--- src/rtl/thiele_ext_pkg.sv ---
// Shared types and constants for the external-request arbiter.
package thiele_ext_pkg;

  typedef enum logic [1:0] {
    IDLE,
    ISSUE,
    RESP
  } arb_state_e;

  localparam int TMO_CNT_W = 16;

  // Wide enough for any practical DATA_W; cast down at the use site.
  localparam logic [255:0] TMO_DATA = '1;

endpackage

--- src/rtl/rr_arbiter.sv ---
// Combinational round-robin pick: searches from last_i+1 upward with wrap,
// returning a one-hot grant and its index.
module rr_arbiter #(
  parameter int NUM_CH = 2,
  parameter int IDX_W  = 1
) (
  input  logic [NUM_CH-1:0] req_i,
  input  logic [NUM_CH-1:0] mask_i,
  input  logic [IDX_W-1:0]  last_i,
  output logic [NUM_CH-1:0] grant_o,
  output logic [IDX_W-1:0]  idx_o,
  output logic              valid_o
);

  int               cand;
  logic [IDX_W-1:0] candIdx;

  always_comb begin
    grant_o = '0;
    idx_o   = '0;
    valid_o = 1'b0;
    cand    = 0;
    candIdx = '0;
    for (int off = 1; off <= NUM_CH; off++) begin
      cand = int'(last_i) + off;
      if (cand >= NUM_CH) cand = cand - NUM_CH;
      candIdx = IDX_W'(cand);
      if (!valid_o && req_i[candIdx] && mask_i[candIdx]) begin
        valid_o = 1'b1;
        idx_o   = candIdx;
        grant_o = NUM_CH'(1) << candIdx;
      end
    end
  end

endmodule

--- src/rtl/ext_req_arbiter.sv ---
// Multi-channel front end sharing one backend, one transaction at a time.
// Optional backend timeout is compiled in with EXT_ARB_TIMEOUT_EN.
module ext_req_arbiter
  import thiele_ext_pkg::*;
#(
  parameter int NUM_CH      = 2,
  parameter int ADDR_W      = 32,
  parameter int DATA_W      = 32,
  parameter int TIMEOUT_CYC = 64
) (
  input  logic                                      clk,
  input  logic                                      rst,
  input  logic [NUM_CH-1:0]                         ch_req,
  input  logic [NUM_CH*ADDR_W-1:0]                  ch_addr,
  output logic [NUM_CH-1:0]                         ch_ack,
  output logic [NUM_CH*DATA_W-1:0]                  ch_data,
  output logic [NUM_CH-1:0]                         ch_err,
  output logic                                      be_req,
  output logic [((NUM_CH > 1) ? $clog2(NUM_CH) : 1)-1:0] be_ch_id,
  output logic [ADDR_W-1:0]                         be_addr,
  input  logic                                      be_ack,
  input  logic [DATA_W-1:0]                         be_data,
  output logic                                      busy,
  output logic [TMO_CNT_W-1:0]                      timeout_count
);

  localparam int IDX_W = (NUM_CH > 1) ? $clog2(NUM_CH) : 1;

  if (NUM_CH < 1 || NUM_CH > 8 || TIMEOUT_CYC < 1 || TIMEOUT_CYC > 65535) begin : g_param_check
    $error("ext_req_arbiter: NUM_CH or TIMEOUT_CYC out of legal range");
  end

  arb_state_e               state_q, state_d;
  logic [IDX_W-1:0]         grant_q, grant_d, lastGrant_q, lastGrant_d;
  logic [NUM_CH-1:0]        grantOh_q, grantOh_d;
  logic [ADDR_W-1:0]        addr_q, addr_d;
  logic [NUM_CH*DATA_W-1:0] data_q, data_d;
  logic                     dropMask_q, dropMask_d;

  logic [NUM_CH-1:0]        eligMask, arbGrant;
  logic [IDX_W-1:0]         arbIdx;
  logic                     arbValid;

`ifdef EXT_ARB_TIMEOUT_EN
  logic [TMO_CNT_W-1:0]     wait_q, wait_d, tmoCount_q, tmoCount_d;
  logic                     err_q, err_d;
`endif

  // The channel acknowledged last gets one IDLE cycle to drop its request.
  always_comb begin
    for (int i = 0; i < NUM_CH; i++) begin
      eligMask[i] = !(dropMask_q && (lastGrant_q == IDX_W'(i)));
    end
  end

  rr_arbiter #(
    .NUM_CH (NUM_CH),
    .IDX_W  (IDX_W)
  ) u_rr (
    .req_i   (ch_req),
    .mask_i  (eligMask),
    .last_i  (lastGrant_q),
    .grant_o (arbGrant),
    .idx_o   (arbIdx),
    .valid_o (arbValid)
  );

  always_comb begin
    state_d     = state_q;
    grant_d     = grant_q;
    grantOh_d   = grantOh_q;
    lastGrant_d = lastGrant_q;
    addr_d      = addr_q;
    data_d      = data_q;
    dropMask_d  = 1'b0;
`ifdef EXT_ARB_TIMEOUT_EN
    wait_d      = wait_q;
    tmoCount_d  = tmoCount_q;
    err_d       = err_q;
`endif
    unique case (state_q)
      IDLE: begin
        if (arbValid) begin
          grant_d   = arbIdx;
          grantOh_d = arbGrant;
          addr_d    = ch_addr[arbIdx*ADDR_W +: ADDR_W];
          state_d   = ISSUE;
`ifdef EXT_ARB_TIMEOUT_EN
          wait_d    = '0;
          err_d     = 1'b0;
`endif
        end
      end
      ISSUE: begin
        // A backend ack always beats a timeout expiring in the same cycle.
        if (be_ack) begin
          data_d[grant_q*DATA_W +: DATA_W] = be_data;
          state_d = RESP;
`ifdef EXT_ARB_TIMEOUT_EN
          err_d   = 1'b0;
        end else if (wait_q == TMO_CNT_W'(TIMEOUT_CYC - 1)) begin
          data_d[grant_q*DATA_W +: DATA_W] = DATA_W'(TMO_DATA);
          err_d   = 1'b1;
          state_d = RESP;
          if (tmoCount_q != '1) tmoCount_d = tmoCount_q + TMO_CNT_W'(1);
        end else begin
          wait_d  = wait_q + TMO_CNT_W'(1);
`endif
        end
      end
      RESP: begin
        lastGrant_d = grant_q;
        dropMask_d  = 1'b1;
        state_d     = IDLE;
      end
      default: state_d = IDLE;
    endcase
  end

  always_ff @(posedge clk) begin
    if (rst) begin
      state_q     <= IDLE;
      grant_q     <= '0;
      grantOh_q   <= '0;
      lastGrant_q <= IDX_W'(NUM_CH - 1);
      addr_q      <= '0;
      data_q      <= '0;
      dropMask_q  <= 1'b0;
`ifdef EXT_ARB_TIMEOUT_EN
      wait_q      <= '0;
      tmoCount_q  <= '0;
      err_q       <= 1'b0;
`endif
    end else begin
      state_q     <= state_d;
      grant_q     <= grant_d;
      grantOh_q   <= grantOh_d;
      lastGrant_q <= lastGrant_d;
      addr_q      <= addr_d;
      data_q      <= data_d;
      dropMask_q  <= dropMask_d;
`ifdef EXT_ARB_TIMEOUT_EN
      wait_q      <= wait_d;
      tmoCount_q  <= tmoCount_d;
      err_q       <= err_d;
`endif
    end
  end

  assign be_req   = (state_q == ISSUE);
  assign busy     = (state_q != IDLE);
  assign be_ch_id = grant_q;
  assign be_addr  = addr_q;
  assign ch_data  = data_q;
  assign ch_ack   = (state_q == RESP) ? grantOh_q : '0;

`ifdef EXT_ARB_TIMEOUT_EN
  assign ch_err        = (state_q == RESP && err_q) ? grantOh_q : '0;
  assign timeout_count = tmoCount_q;
`else
  assign ch_err        = '0;
  assign timeout_count = '0;
`endif

endmodule

--- config.mk ---
export PLATFORM = sky130hd
export DESIGN_NAME = ext_req_arbiter
export DESIGN_NICKNAME = d
export VERILOG_FILES = /design/src/rtl/thiele_ext_pkg.sv /design/src/rtl/rr_arbiter.sv /design/src/rtl/ext_req_arbiter.sv
export SDC_FILE = /design/constraint.sdc
export NUM_CORES = 1
export LEC_CHECK = 0
export BUFFER_PORTS_ARGS = -buffer_cell sky130_fd_sc_hd__buf_2
export CAP_MARGIN = 10
export CORE_MARGIN = 1.5
export CORE_UTILIZATION = 39
export DETAILED_ROUTE_END_ITERATION = 12
export GPL_ROUTABILITY_DRIVEN = 0
export PLACE_DENSITY = 0.82
export SYNTH_ARGS = -nofsm -noshare
export SYNTH_HDL_FRONTEND = slang
export SYNTH_SLANG_ARGS = --single-unit
--- constraint.sdc ---
create_clock -name clk -period 1.4 [get_ports clk]
set_input_delay 0.14 -clock clk [delete_from_list [all_inputs] [get_ports clk]]
set_output_delay 0.14 -clock clk [all_outputs]
set_load 0.01 [all_outputs]
== Yosys cells after proc, flatten, opt, wreduce, memory -nomap -nowiden ==
Cells that the tools add are included.

* Bits in registers: 103
* Input bits: 101
* Logic and storage cells: 61

* Order comparisons: 4
* Muxes and demuxes: 22
* Eq/ne operators: 4
* Add/sub/neg operators: 5
* Shift-type cells: 5
* Bitwise operators: 1
* Reduce and logical (&&, ||, !) cells: 13

{| class="wikitable"
|+ Operators with widths
! cell !! count
|-
| bitwise mux 64 bit || 1
|-
| variable shift 32 x 34 -> 64 bit, first input constant || 1
|-
| variable part select 32 x 34 -> 64 bit || 1
|-
| variable part select 64 x 7 -> 32 bit || 1
|-
| negator 6 -> 34 bit || 1
|-
| two-way mux 1 bit || 15
|-
| two-way mux 2 bit || 5
|-
| AND reduction 2 bit || 3
|-
| logical AND 1 bit || 5
|-
| less-than comparator 1 x 2 -> 1 bit, second input constant || 2
|-
| one-hot mux 2 bit (2 select lines) || 1
|-
| left shift 1 x 1 -> 2 bit, first input constant || 2
|-
| adder 1 x 2 -> 3 bit, second input constant || 1
|-
| greater-or-equal comparator 3 x 2 -> 1 bit, second input constant || 1
|-
| zero test 1 bit || 3
|-
| adder 1 x 1 -> 2 bit, second input constant || 1
|-
| == test 2 x 1 -> 1 bit, second input constant || 1
|-
| == test 2 bit, second input constant || 1
|-
| greater-or-equal comparator 2 bit, second input constant || 1
|-
| zero test 2 bit || 1
|-
| inequality test 2 x 1 -> 1 bit, second input constant || 1
|-
| inequality test 2 bit, second input constant || 1
|-
| nonzero test 2 bit || 1
|-
| subtractor 1 bit, second input constant || 2
|-
| inverter 1 bit || 1
|}

== Depth between registers and ports, before layout ==
* Depth after elaboration: 13
* Depth in mapped cells: 6
* Mapped depth without buffers: 4

== By module ==
From an unflattened synthesis, not the netlist that was laid out.

* Cells, all modules: 448
* Area total of the unflattened synthesis: 4098.9 um2

{| class="wikitable"
|+ By module, submodules not included
! module !! times used !! cells an instance !! area an instance (um2)
|-
| ext_req_arbiter || 1 || 442 || 4063.9
|-
| rr_arbiter || 1 || 6 || 35.0
|}

== Worst setup path before layout ==
Ideal clock, no wire load.

* Path type: reg-to-reg
* From: register lastGrant_q
* To: register addr_q[15], in the netlist be_addr[15]
* Cell stages (with the launch flop): 7
* Setup slack: 0.093 ns
* Arrival: 1.189 ns
* Setup time: 0.118 ns
* Cell sequence: dfxtp_1 > buf_4 > clkbuf_1 > or2b_1 > o22ai_1 > a211o_1 > a21oi_2

* Word-level cells in the longest chain between the ends: 12
* Elaborated cells on any way between the ends: 31

{| class="wikitable"
|+ Ends and longest elaborated chain
! element !! RTL line !! text
|-
| start: declaration || ext_req_arbiter.sv:34 || <nowiki>logic [IDX_W-1:0] grant_q, grant_d, lastGrant_q, lastGrant_d;</nowiki>
|-
| start signal: assignment || ext_req_arbiter.sv:125 || <nowiki>lastGrant_q <= IDX_W'(NUM_CH - 1);</nowiki>
|-
| start signal: assignment || ext_req_arbiter.sv:138 || <nowiki>lastGrant_q <= lastGrant_d;</nowiki>
|-
| adder 1 x 1 -> 2 bit / inverter 1 bit (equally long branches) || rr_arbiter.sv:25, ext_req_arbiter.sv:52 ||
|-
| greater-or-equal comparator 2 bit, or another cell as far along || rr_arbiter.sv:26 || <nowiki>if (cand >= NUM_CH) cand = cand - NUM_CH;</nowiki>
|-
| two-way mux 1 bit / zero test 1 bit (equally long branches) || rr_arbiter.sv:26, ext_req_arbiter.sv:52 ||
|-
| two-way mux 1 bit (not written as such) (2 in series) || rr_arbiter.sv:28 || <nowiki>if (!valid_o && req_i[candIdx] && mask_i[candIdx]) begin</nowiki>
|-
| logical AND 1 bit || rr_arbiter.sv:28 ||
|-
| two-way mux 1 bit || rr_arbiter.sv:28 ||
|-
| zero test 1 bit || rr_arbiter.sv:28 ||
|-
| logical AND 1 bit (2 in series) || rr_arbiter.sv:28 ||
|-
| two-way mux 1 bit || rr_arbiter.sv:28 ||
|-
| variable part select 64 x 7 -> 32 bit / AND reduction 2 bit (equally long branches) || n/a ||
|-
| end signal: assignment || ext_req_arbiter.sv:139 || <nowiki>addr_q <= addr_d;</nowiki>
|-
| end: declaration || ext_req_arbiter.sv:36 || <nowiki>logic [ADDR_W-1:0] addr_q, addr_d;</nowiki>
|}

Several ways; a longest one is shown, not always the timed one. The select of a mux whose other input is x is not followed.
A chain may end at the register's enable or synchronous reset.

== Final worst setup path ==
* From: register lastGrant_q
* To: register grant_q, in the netlist be_ch_id

* Word-level cells in the longest chain between the ends: 12
* Elaborated cells on any way between the ends: 30

{| class="wikitable"
|+ Ends and longest elaborated chain
! element !! RTL line !! text
|-
| adder 1 x 1 -> 2 bit / inverter 1 bit (equally long branches) || rr_arbiter.sv:25, ext_req_arbiter.sv:52 ||
|-
| greater-or-equal comparator 2 bit, or another cell as far along || rr_arbiter.sv:26 ||
|-
| two-way mux 1 bit / zero test 1 bit (equally long branches) || rr_arbiter.sv:26, ext_req_arbiter.sv:52 ||
|-
| two-way mux 1 bit (not written as such) (2 in series) || rr_arbiter.sv:28 ||
|-
| logical AND 1 bit || rr_arbiter.sv:28 ||
|-
| two-way mux 1 bit || rr_arbiter.sv:28 ||
|-
| zero test 1 bit || rr_arbiter.sv:28 ||
|-
| logical AND 1 bit (2 in series) || rr_arbiter.sv:28 ||
|-
| two-way mux 1 bit || rr_arbiter.sv:28 ||
|-
| AND reduction 2 bit (no line) || n/a ||
|-
| end signal: assignment || ext_req_arbiter.sv:136 || <nowiki>grant_q <= grant_d;</nowiki>
|-
| end: declaration || ext_req_arbiter.sv:34 ||
|}

Several ways; a longest one is shown, not always the timed one. The select of a mux whose other input is x is not followed.

==> results_dict.tcl <==
set metrics [dict create \
    postRouteWirelength_mm 13.0 \
    total_power_mw 7.14 \
    setup-violations-final 0 \
    sequential_to_total_area_share_from_yosys_stat_pct 41.7 \
    fillerInstances 1141 \
    powerDensity_nw_per_um2 1110 \
    cell_at_the_root_of_the_clock_tree "sky130_fd_sc_hd__clkbuf_16" \
    htree_num_levels 3 \
    layout-area-overhead-vs-synth_pct 31.7 \
    cts_inserted_buffers 9 \
    maxClockFrequency_mhz 743 \
    power.share.clock_pct 33.1 \
    main_synth_ff_type "sky130_fd_sc_hd__dfxtp_1" \
    power.sequential.fraction_pct 45.2 \
    synthArstFlopShare_pct 0 \
    cts_tree "done" \
    power.internal_mw 5.07 \
    max_cap_violations 0 \
    vias 4698 \
    die-area_sq_um 13200 \
    first_global_vias 4378 \
    syn_avg_cell_area_sq_um 8.30 \
    grt_max_degree 54 \
    synth_enable_flop_cells 0 \
    timing.critical_path.required_ns 1.63 \
    postSynthRegisterBits 102 \
    synth_top_area_share_pct 41.7 \
    p_switching_mw 2.07 \
    viasPerCell 4.95 \
    drive_gt1_share_pct 37.1 \
    setup_repair_after_global_routing_missed_its_margin "no" \
    netSwitchingFraction_pct 29.0 \
    placement.io_buffers 201 \
    clock_latency_ns 0.34 \
    routedWlPerCell_microns 13.7 \
    hold_buffers 0 \
    fin_crit_sh_pct 96.1 \
    grt_antenna_before_repair 0 \
    syn-cell-area_sq_um 4900 \
    postSynthCellCount 590 \
    final-hold-violation-count 0 \
    ctsLongestPathBuffers 2 \
    synth_warnings 0 \
    core_area_sq_um 12100 \
    timing.setup.tns_ns 0 \
    ys_types 32 \
    tmin_final_ns 1.35 \
    status "complete, no violations" \
    numClockSinks 102 \
    initial_core_util_pct 40.5 \
    drt.antenna.violating_nets 0 \
    most_common_cell_in_the_synthesized_netlist "sky130_fd_sc_hd__nand2_1" \
    type_of_element_launching_the_critical_path "flop" \
    synthTopCellsByCount "sky130_fd_sc_hd__nand2_1, sky130_fd_sc_hd__dfxtp_1, sky130_fd_sc_hd__a21oi_1" \
    worst_setup_path_end_kind "flop" \
    top_level_ports 220 \
    gr-usage-all-layers_pct 19.1 \
    grt_pass1_wl_mm 20.2 \
    maxSlewViolCount 0 \
    drt_pre_antenna_iters 4 \
    register_clock_pin_slew_on_the_reported_worst_setup_and_hold_paths_ns 0.07 \
    placed_area_sq_um 6080 \
    chipHeight_microns 115 \
    drc 0 \
    synth.largest_area_cell "sky130_fd_sc_hd__dfxtp_1" \
    final_net_count 879 \
    cellLeakagePower_nw 3.15 \
    drtIter0Drc 281 \
    most_area_consuming_cells_after_synthesis "sky130_fd_sc_hd__dfxtp_1, sky130_fd_sc_hd__nand2_1, sky130_fd_sc_hd__a21oi_1" \
    hp-class "input pin to flop" \
    max-vdd-ir-drop_v 0.000536 \
    die_boundary_width_microns 115 \
    critical_path_arrival_ns 1.58 \
    finClkSkew_ns 0.00745 \
    timing_worst_setup_path_type "flop to flop" \
    p_comb_share_pct 21.7 \
    placementRows 40 \
    final_design_area_no_fill_sq_um 6450 \
    num_antenna_cells 0 \
    dp.final_hpwl_mm 9.07 \
    overflow 0 \
    worst-path-max-fanout 7 \
]
[sequential cells by signal, summed over array words and instances (netlist names)]
name         cells
be_addr         32
be_ch_id         1
ch_data         64
dropMask_q       1
grantOh_q        1
lastGrant_q      1
state_q          2
[cells in the final DEF, fill, tap and decap left out, types with 3 or more instances in the layout]
master / count
sky130_fd_sc_hd__buf_12: 12
sky130_fd_sc_hd__nand2_1: 129
sky130_fd_sc_hd__nor2_2: 3
sky130_fd_sc_hd__nand2b_1: 30
sky130_fd_sc_hd__buf_4: 9
sky130_fd_sc_hd__o22ai_1: 32
sky130_fd_sc_hd__dfxtp_2: 5
sky130_fd_sc_hd__mux2i_1: 31
sky130_fd_sc_hd__clkbuf_16: 11
sky130_fd_sc_hd__a21oi_2: 30
sky130_fd_sc_hd__a211o_1: 33
sky130_fd_sc_hd__conb_1: 18
sky130_fd_sc_hd__or2b_1: 3
sky130_fd_sc_hd__inv_1: 8
sky130_fd_sc_hd__buf_2: 200
sky130_fd_sc_hd__a21oi_1: 67
sky130_fd_sc_hd__dfxtp_1: 97
sky130_fd_sc_hd__nor2_1: 36
[critical path: stages (launching register included)]
cell	delay, ns
sky130_fd_sc_hd__dfxtp_2	0.34
sky130_fd_sc_hd__buf_4	0.16
sky130_fd_sc_hd__o21ai_4	0.24
sky130_fd_sc_hd__a21oi_4	0.10
sky130_fd_sc_hd__buf_4	0.18
sky130_fd_sc_hd__o211a_1	0.20
[metal layers]
layer  share of wire [%]  GRT usage (%)  wire length, microns
met5                   0              0                     0
met4                 1.2           6.42                   156
met3                 7.1           5.43                   926
met2                  48           34.3                  6270
met1                  44           21.8                  5670
[repair_timing]
item | in CTS | in global routing
cloned | 0 | 2
gates resized for setup | 7 | 8
setup buffers | 1 | 0
endpoints found under the setup margin | 4 | 49
pin swaps | 1 | 1
[metrics by stage]
step / cells / util (%) / setup slack [ns] / hold WS (ns)
global placement: 932 / 50.2 / 0.112 / 0.393
finish: 950 / 53.3 / 0.0549 / 0.0407
CTS: 948 / 52.7 / 0.0210 / 0.0241
detailed placement: 932 / 50.2 / 0.0776 / 0.398
global route: 950 / 53.3 / 0.000205 / 0.0297
floorplan: 607 / - / 0.0931 / 0.276
[worst paths after layout]
kind / startpoint / end / slack [ns] / cells after the start
setup / recovery: lastGrant_q / be_ch_id / 0.05 / 5
hold / removal: be_data[23] / ch_data[55] / 0.04 / 3
setup reg to reg: lastGrant_q / be_ch_id / 0.05 / 5
hold reg to reg: ch_data[30] / ch_data[30] / 0.45 / 2
[final cells by class]
class | instances | area (sq um) | share of cell area (%)
Timing Repair Buffer | 225 | 1380 | 21.4
Clock inverter | 5 | 35.0 | 0.543
Inverter | 8 | 30.0 | 0.465
Clock buffer | 10 | 239 | 3.70
Sequential cell | 102 | 2050 | 31.7
Tap cell | 168 | 210 | 3.26
Multi-Input combinational cell | 432 | 2510 | 38.9
[logic make-up after synthesis]
logic type / count (synthesis) / synth area share, %
AOI/OAI and AO/OA: 170 / 23.6
buffers and inverters: 73 / 9.14
DFF: 102 / 41.7
muxes: 33 / 6.74
other: 1 / 0.0765
and+or+nand+nor: 211 / 18.7
[power groups by stage]
stage / logic, mW / clock network, mW / registers, mW
floorplan: 0.910 / 0 / 3.35
global placement: 1.48 / 0 / 3.28
detailed placement: 1.50 / 0 / 3.29
CTS: 1.52 / 2.42 / 3.22
global route: 1.70 / 2.55 / 3.25
finish: 1.55 / 2.36 / 3.23
Note: power is estimated with default switching activity, not from simulation.
